### config.mk
export PLATFORM = sky130hd
export DESIGN_NAME = rotary_pulse_gen
export DESIGN_NICKNAME = d
export VERILOG_FILES = /design/src/rtl/rotary_pulse_gen.sv
export SDC_FILE = /design/constraint.sdc
export NUM_CORES = 1
export LEC_CHECK = 0
export CORE_UTILIZATION = 50
export DETAILED_ROUTE_END_ITERATION = 8
export PLACE_DENSITY = 0.68
export SETUP_SLACK_MARGIN = 0.5
export SYNTH_ARGS = -nofsm -noshare
export SYNTH_HDL_FRONTEND = slang
export SYNTH_SLANG_ARGS = --single-unit
export TNS_END_PERCENT = 100
### constraint.sdc
create_clock -name clk -period 2.05 [get_ports clk]
set_input_delay 0.41 -clock clk [delete_from_list [all_inputs] [get_ports clk]]
set_output_delay 0.41 -clock clk [all_outputs]
set_load 0.05 [all_outputs]
### src/rtl/rotary_pulse_gen.sv
// Purpose: rotary encoder front end: sync + debounce A/B/D, quadrature detent FSM, one-cycle L/R/D pulses.
// Latency: raw edge -> pulse is 2 (sync) + DEB_CYC (debounce) + 1 (registered pulse) clk cycles, +/-1 for sampling.
// Backpressure: none; pulses are fire-and-forget and the consumer must sample every cycle.
// Build option: define ROTARY_KEY_EN to compile in the push-switch (key_d -> D_pulse) path; otherwise D_pulse is 0.
module rotary_pulse_gen #(
    parameter int DEB_CYC = 24000
) (
    input  logic clk,
    input  logic rst_n,
    input  logic key_a,
    input  logic key_b,
    input  logic key_d,
    output logic L_pulse,
    output logic R_pulse,
    output logic D_pulse
);

    // A counter that reaches DEB_CYC-1 never needs more than $clog2(DEB_CYC) bits,
    // and the accept compare clears it before it could wrap.
    localparam int CNT_W = (DEB_CYC > 1) ? $clog2(DEB_CYC) : 1;
    localparam logic [CNT_W-1:0] CNT_LAST = CNT_W'(DEB_CYC - 1);

    // Channel bit order: 0 = A, 1 = B, 2 = D (only when the key path is present).
`ifdef ROTARY_KEY_EN
    localparam int NCH = 3;
`else
    localparam int NCH = 2;
`endif

    logic [NCH-1:0] raw_in;
    logic [NCH-1:0] sync1_q;
    logic [NCH-1:0] sync2_q;
    logic [NCH-1:0] filt_q;
    logic [CNT_W-1:0] deb_cnt_q [NCH];

`ifdef ROTARY_KEY_EN
    assign raw_in = {key_d, key_b, key_a};
`else
    assign raw_in = {key_b, key_a};
    // Push switch is not used in this build; keep the port for a stable pinout.
    logic unused_key_d;
    assign unused_key_d = key_d;
`endif

    // Two-flop synchronizers; idle-high inputs so they reset to 1 to avoid a false edge.
    always_ff @(posedge clk or negedge rst_n) begin
        if (!rst_n) begin
            sync1_q <= '1;
            sync2_q <= '1;
        end else begin
            sync1_q <= raw_in;
            sync2_q <= sync1_q;
        end
    end

    // Per-channel debounce: a new level must persist for DEB_CYC consecutive cycles;
    // any return to the filtered level restarts the count, so short glitches are dropped.
    always_ff @(posedge clk or negedge rst_n) begin
        if (!rst_n) begin
            filt_q <= '1;
            for (int i = 0; i < NCH; i++) begin
                deb_cnt_q[i] <= '0;
            end
        end else begin
            for (int i = 0; i < NCH; i++) begin
                if (sync2_q[i] == filt_q[i]) begin
                    deb_cnt_q[i] <= '0;
                end else if (deb_cnt_q[i] == CNT_LAST) begin
                    filt_q[i]    <= sync2_q[i];
                    deb_cnt_q[i] <= '0;
                end else begin
                    deb_cnt_q[i] <= deb_cnt_q[i] + CNT_W'(1);
                end
            end
        end
    end

    // Quadrature tracker. A detent is 11 -> 10 -> 00 -> 01 -> 11 (clockwise) or the
    // mirror with 10/01 swapped (counter-clockwise). Backtracking one step is allowed;
    // anything else abandons the detent without a pulse.
    typedef enum logic [2:0] {
        ST_IDLE = 3'd0,
        ST_CW1  = 3'd1,
        ST_CW2  = 3'd2,
        ST_CW3  = 3'd3,
        ST_CCW1 = 3'd4,
        ST_CCW2 = 3'd5,
        ST_CCW3 = 3'd6
    } quad_state_t;

    quad_state_t state_q;
    quad_state_t state_nxt;
    logic        r_evt;
    logic        l_evt;
    logic [1:0]  ab;

    assign ab = {filt_q[0], filt_q[1]};

    // State register; reset drops any partially walked detent.
    always_ff @(posedge clk or negedge rst_n) begin
        if (!rst_n) begin
            state_q <= ST_IDLE;
        end else begin
            state_q <= state_nxt;
        end
    end

    // Next-state and detent-complete events from the filtered AB pair.
    always_comb begin
        state_nxt = state_q;
        r_evt     = 1'b0;
        l_evt     = 1'b0;
        unique case (state_q)
            ST_IDLE: begin
                if (ab == 2'b10)      state_nxt = ST_CW1;
                else if (ab == 2'b01) state_nxt = ST_CCW1;
                else                  state_nxt = ST_IDLE;
            end
            ST_CW1: begin
                if (ab == 2'b00)      state_nxt = ST_CW2;
                else if (ab == 2'b10) state_nxt = ST_CW1;
                else                  state_nxt = ST_IDLE;
            end
            ST_CW2: begin
                if (ab == 2'b01)      state_nxt = ST_CW3;
                else if (ab == 2'b10) state_nxt = ST_CW1;
                else if (ab == 2'b00) state_nxt = ST_CW2;
                else                  state_nxt = ST_IDLE;
            end
            ST_CW3: begin
                if (ab == 2'b11) begin
                    state_nxt = ST_IDLE;
                    r_evt     = 1'b1;
                end
                else if (ab == 2'b00) state_nxt = ST_CW2;
                else if (ab == 2'b01) state_nxt = ST_CW3;
                else                  state_nxt = ST_IDLE;
            end
            ST_CCW1: begin
                if (ab == 2'b00)      state_nxt = ST_CCW2;
                else if (ab == 2'b01) state_nxt = ST_CCW1;
                else                  state_nxt = ST_IDLE;
            end
            ST_CCW2: begin
                if (ab == 2'b10)      state_nxt = ST_CCW3;
                else if (ab == 2'b01) state_nxt = ST_CCW1;
                else if (ab == 2'b00) state_nxt = ST_CCW2;
                else                  state_nxt = ST_IDLE;
            end
            ST_CCW3: begin
                if (ab == 2'b11) begin
                    state_nxt = ST_IDLE;
                    l_evt     = 1'b1;
                end
                else if (ab == 2'b00) state_nxt = ST_CCW2;
                else if (ab == 2'b10) state_nxt = ST_CCW3;
                else                  state_nxt = ST_IDLE;
            end
            default: begin
                state_nxt = ST_IDLE;
            end
        endcase
    end

    // Registered detent pulses; the FSM can only complete one direction per cycle.
    always_ff @(posedge clk or negedge rst_n) begin
        if (!rst_n) begin
            R_pulse <= 1'b0;
            L_pulse <= 1'b0;
        end else begin
            R_pulse <= r_evt;
            L_pulse <= l_evt;
        end
    end

`ifdef ROTARY_KEY_EN
    logic d_prev_q;

    // Press detect on the filtered switch: one pulse on 1 -> 0, nothing on release.
    always_ff @(posedge clk or negedge rst_n) begin
        if (!rst_n) begin
            d_prev_q <= 1'b1;
            D_pulse  <= 1'b0;
        end else begin
            d_prev_q <= filt_q[2];
            D_pulse  <= d_prev_q & ~filt_q[2];
        end
    end
`else
    assign D_pulse = 1'b0;
`endif

endmodule
* Word level (Yosys, flattened, before mapping) *
Cells that the tools add are included.

operators by class
  bitwise gates (word level) = 2
  add/subtract/negate cells = 2
  reduce and logical (&&, ||, !) cells = 4
  multiplexer cells = 25
  equal/unequal tests = 13

operators by type and width
  operator                                              number
  2-to-1 mux 15 bit                                     4
  adder 15 x 1 -> 15 bit (second input constant)        2
  equality test 15 bit (second input constant)          2
  2-to-1 mux 3 bit                                      9
  case mux 3 bit (7 select lines)                       1
  2-to-1 mux 2 bit                                      7
  equality test 3 bit (second input constant)           3
  equality test 3 x 2 -> 1 bit (second input constant)  2
  equality test 2 bit (second input constant)           2
  2-to-1 mux 1 bit                                      4
  AND reduction 2 bit                                   2
  equality test 3 x 1 -> 1 bit (second input constant)  1
  logical NOT 3 bit                                     1
  equality test 1 bit                                   2
  equality test 2 x 1 -> 1 bit (second input constant)  1
  logical NOT 2 bit                                     1
  NOT 1 bit                                             2

word-level totals
  bits in registers = 41
  word-level logic and storage cells = 55
  bits of input ports = 5
  output and inout port bits = 3

* Logic depth before layout (Yosys ltp) *
  depth in word-level cells = 5
  mapped depth = 6
  gate-level depth less buffers = 6

* Worst setup path before layout *
Ideal clock, no wire load.

  path type = flip-flop to flip-flop
  from = register deb_cnt_q[24] in the netlist's numbering
  to = register deb_cnt_q[27] in the netlist's numbering
  arrival = 1.723 ns
  cell stages (with the launch flop) = 6
  clock period less this slack = 1.841 ns
  setup slack = 0.209 ns
  setup time = 0.119 ns
  buffers on the path = 1
  required time = 1.931 ns
  path through = dfrtp_1 > or4b_1 > or4_4 > nand2_2 > buf_6 > nor2_1

on the way
  word-level cells in the longest chain between the ends = 3
  elaborated cells on any way between the ends = 4
  classes of those cells = add/sub (1); eq/ne (1); mux (2)

RTL lines
  what                                                                   RTL line  text
  from (decl)                                                            34        logic [CNT_W-1:0] deb_cnt_q [NCH];
  from (signal, indexed assignment)                                      72        deb_cnt_q[i] <= deb_cnt_q[i] + CNT_W'(1);
  adder 15 x 1 -> 15 bit / equality test 15 bit (equally long branches)  72, 68
  2-to-1 mux 15 bit (*)                                                  68        end else if (deb_cnt_q[i] == CNT_LAST) begin
  2-to-1 mux 15 bit (*)                                                  66        if (sync2_q[i] == filt_q[i]) begin

Every way passes the cells marked *; elsewhere a longest branch is shown, timed or not.
A chain may end at the register's enable or synchronous reset.

* Final worst setup path *
  from = register deb_cnt_q[28] in the netlist's numbering
  to = register filt_q[0]

on the way
  word-level cells in the longest chain between the ends = 2

RTL lines
  what                                  RTL line  text
  equality test 15 bit                  68
  AND reduction 2 bit (no source line)  -
  to (signal, indexed assignment)       69        filt_q[i] <= sync2_q[i];
  to (decl)                             33        logic [NCH-1:0] filt_q;

No other way between the ends.

==> metrics.txt <==
status=finished clean; fin crit share=86.16%; Synth Warn #=0; Worst EP arrival=between 1.5 and 2 ns; maximum clock path buffer count=2; top cells by area, synth=dfrtp_1, xnor2_1, dfstp_2; hold buffer count at CTS=0; dpl cell area=2145 µm²; worst reg2reg endpoint=filt_q[0]$_DFFE_PN1P_; CTS root buf=clkbuf_8; Worst R2R Path Depth=3; RR Startpoint=deb_cnt_q[28]$_DFF_PN0_; DR vias/cell=5.446; cell area after synthesis=about 2000 µm²; largest net degree at the start of global routing=42; CP endpoint kind=flop; Peak VDD IR=approximately 0.57 mV; Final #Nets=roughly 240; total negative slack=0 ns; hold crit path type=in2async; final hold vios=0; Worst-Skew Late Latency=between 0.2 and 0.3 ns; Top delay family on crit path=simple AND/OR/NAND/NOR gates; area leader, netlist=dfrtp_1; Initial Util=53.88%; Overflow after GRT=0; Seq/Total Area, Yosys=50.86%; antenna diode count=0; RePlAce Congestion=0.7684; Rows=22; post-place setup slack=0.2796 ns; Fin Clk Skew=0.009930 ns; CP cell instances=or4b_4 > or4_4 > mux2_4; Slew headroom=65.41%; CTS clk-pin slew, worst paths=approximately 0.080 ns; die height=65.75 µm; Syn Area/Cell=10.21 µm²; WHS=0.1708 ns; MaxCap Viol Count=0; Die X=65.75 µm; Pre-antenna DRT Iters=4; initial antenna violation count=0; r2r setup slk=around 0.28 ns; Yosys reg bits=a little over 40; area grow syn2layout=21.61%; Detail Route Antenna Nets=0; Least-Margin Pin Slew=0.5184 ns; Boundary Pins=8; WP buf/inv=0; CORE AREA=3771 µm²; crit path launch type=flop; pwr/cell area=637.3 nW/µm²; DP HPWL=2320 µm; Synth top area share=43.10%; highest-delay cell along the critical path=or4b_4; Critical Path Max Stage Delay=0.53 ns; design area=roughly 2500 µm²; syn_nets=about 210; most used flip-flop cell after synthesis=dfrtp_1; FMAX=566.1 MHz; Async SR Flop Fraction=100.0%; layout cell share with drive strength beyond 1=25.56%; Post-synth EDFFs=0; All-Layer GR Usage=18.97%; cells after synthesis=199; routed len/inst=around 14 µm; initial drt markers=74; CTS H-tree depth=2; Total Die Area=approximately 4300 µm²; first-pass GRT wire length=6085 µm; # clock sinks=41; RSZ-0062 raised after global routing=yes; Setup violations, final=0; via count=between 1,000 and 1,500; Leak=0.9736 nW; setup ws final=0.2836 ns; number of global-route vias before repair=1,404; WP data required=2.27 ns; CP max FO=3; minimum clock period=1.766 ns; CTS buffer count=5; TritonCTS clock tree=done; DRC errors left=0; Unique masters post-synth=34; crit path kind=reg2reg; count of pins over their slew limit=0; WL final=3796 µm; PortBufs=5
==> what timing repair did <==
item                       4_1_cts  5_1_grt
pin swaps                        2        2
gates resized for setup          4       30
buffers inserted                 9        3
cloned                           0        1
setup endpoints to repair       36       35
==> final cells by class <==
type	instances	area, µm²
clock inverters	1	30.03
clock buffers	7	86.33
flip-flops and latches	41	1033
inverters	9	33.78
repair buffers	20	157.7
fillers	274	1300
multi-input cells	145	1070
well taps	48	60.06
==> flip-flops by register name, summed over array words and instances, names as in the netlist <==
signal and count:
sync2_q 2, R_pulse 1, deb_cnt_q 30, sync1_q 2
L_pulse 1, filt_q 2, state_q 3
==> layout by cell type, fill, tap and decap left out, types with 2 or more instances in the layout <==
cell              n
dfrtp_1          35
nor3_1            6
clkdlybuf4s15_1   2
clkbuf_8          6
nor2_2            6
mux2_2            2
nand4_1           6
xnor2_1          23
dfstp_2           6
nor2_1           24
or4_4             2
nor4_1            9
ha_2              3
buf_4            15
clkdlybuf4s50_1   2
nand3_1          12
nor2b_1           3
nand2_1           8
xor2_1            4
nand2_8           2
ha_1              7
a21oi_1           2
inv_1             8
nor2_4            8
and3_1            3
==> stage by stage <==
stage / total power [mW] / utilization, % / instances
floorplan: 0.8848 / - / 199
global placement: 0.9074 / 56.87 / 250
detailed placement: 0.9102 / 56.87 / 250
CTS: 1.581 / 61.94 / 267
global route: 1.635 / 65.53 / 271
finish: 1.575 / 65.53 / 271
==> metal layers <==
layer,track usage [%],part of all wire (%)
met5,0,0
met3,3.646,3.0
met2,32.65,51
met1,23.20,44
met4,7.337,1.7
==> synth_stat cells (2+ instances only) <==
cell type / instances
inv_1: 9
nand4_1: 6
nor2b_1: 3
dfstp_2: 6
clkbuf_1: 2
ha_1: 10
a21oi_1: 2
o21ai_0: 2
nor2_1: 38
dfrtp_1: 35
nand3_1: 12
mux2_2: 2
and3_1: 3
xnor2_1: 23
nor4_1: 9
nand2_1: 9
buf_4: 2
nor3_1: 6
xor2_1: 5
==> power by group <==
group	switching [mW]	internal (mW)	total [mW]
logic	0.0518	0.0272	0.0790
clock network	0.262	0.397	0.659
registers	0.0118	0.825	0.837
==> cells by family (layout without fill, tap and decap cells) <==
logic type / after synthesis / in the layout / synth area share, %
xor+xnor: 28 / 28 / 12.07
flops: 41 / 41 / 50.86
buf+inv: 14 / 37 / 3.325
compound gates: 9 / 9 / 2.956
fa+ha+maj: 10 / 10 / 6.158
mux: 4 / 4 / 2.340
other cells: 1 / 1 / 0.1846
simple gates: 92 / 93 / 22.11
==> worst max path at each step <==
stage / start / endpoint / slack (ns) / cells past startpoint
after floorplan: deb_cnt_q[28]$_DFF_PN0_ / filt_q[0]$_DFFE_PN1P_ / 0.33 / 3
after global placement: deb_cnt_q[28]$_DFF_PN0_ / filt_q[0]$_DFFE_PN1P_ / 0.28 / 3
after detailed placement: deb_cnt_q[28]$_DFF_PN0_ / filt_q[0]$_DFFE_PN1P_ / 0.28 / 3
after CTS: deb_cnt_q[28]$_DFF_PN0_ / filt_q[0]$_DFFE_PN1P_ / 0.31 / 3
after global routing: deb_cnt_q[28]$_DFF_PN0_ / deb_cnt_q[19]$_DFF_PN0_ / 0.25 / 4
final: deb_cnt_q[28]$_DFF_PN0_ / filt_q[0]$_DFFE_PN1P_ / 0.28 / 3
Power figures use the tool's default switching activity.
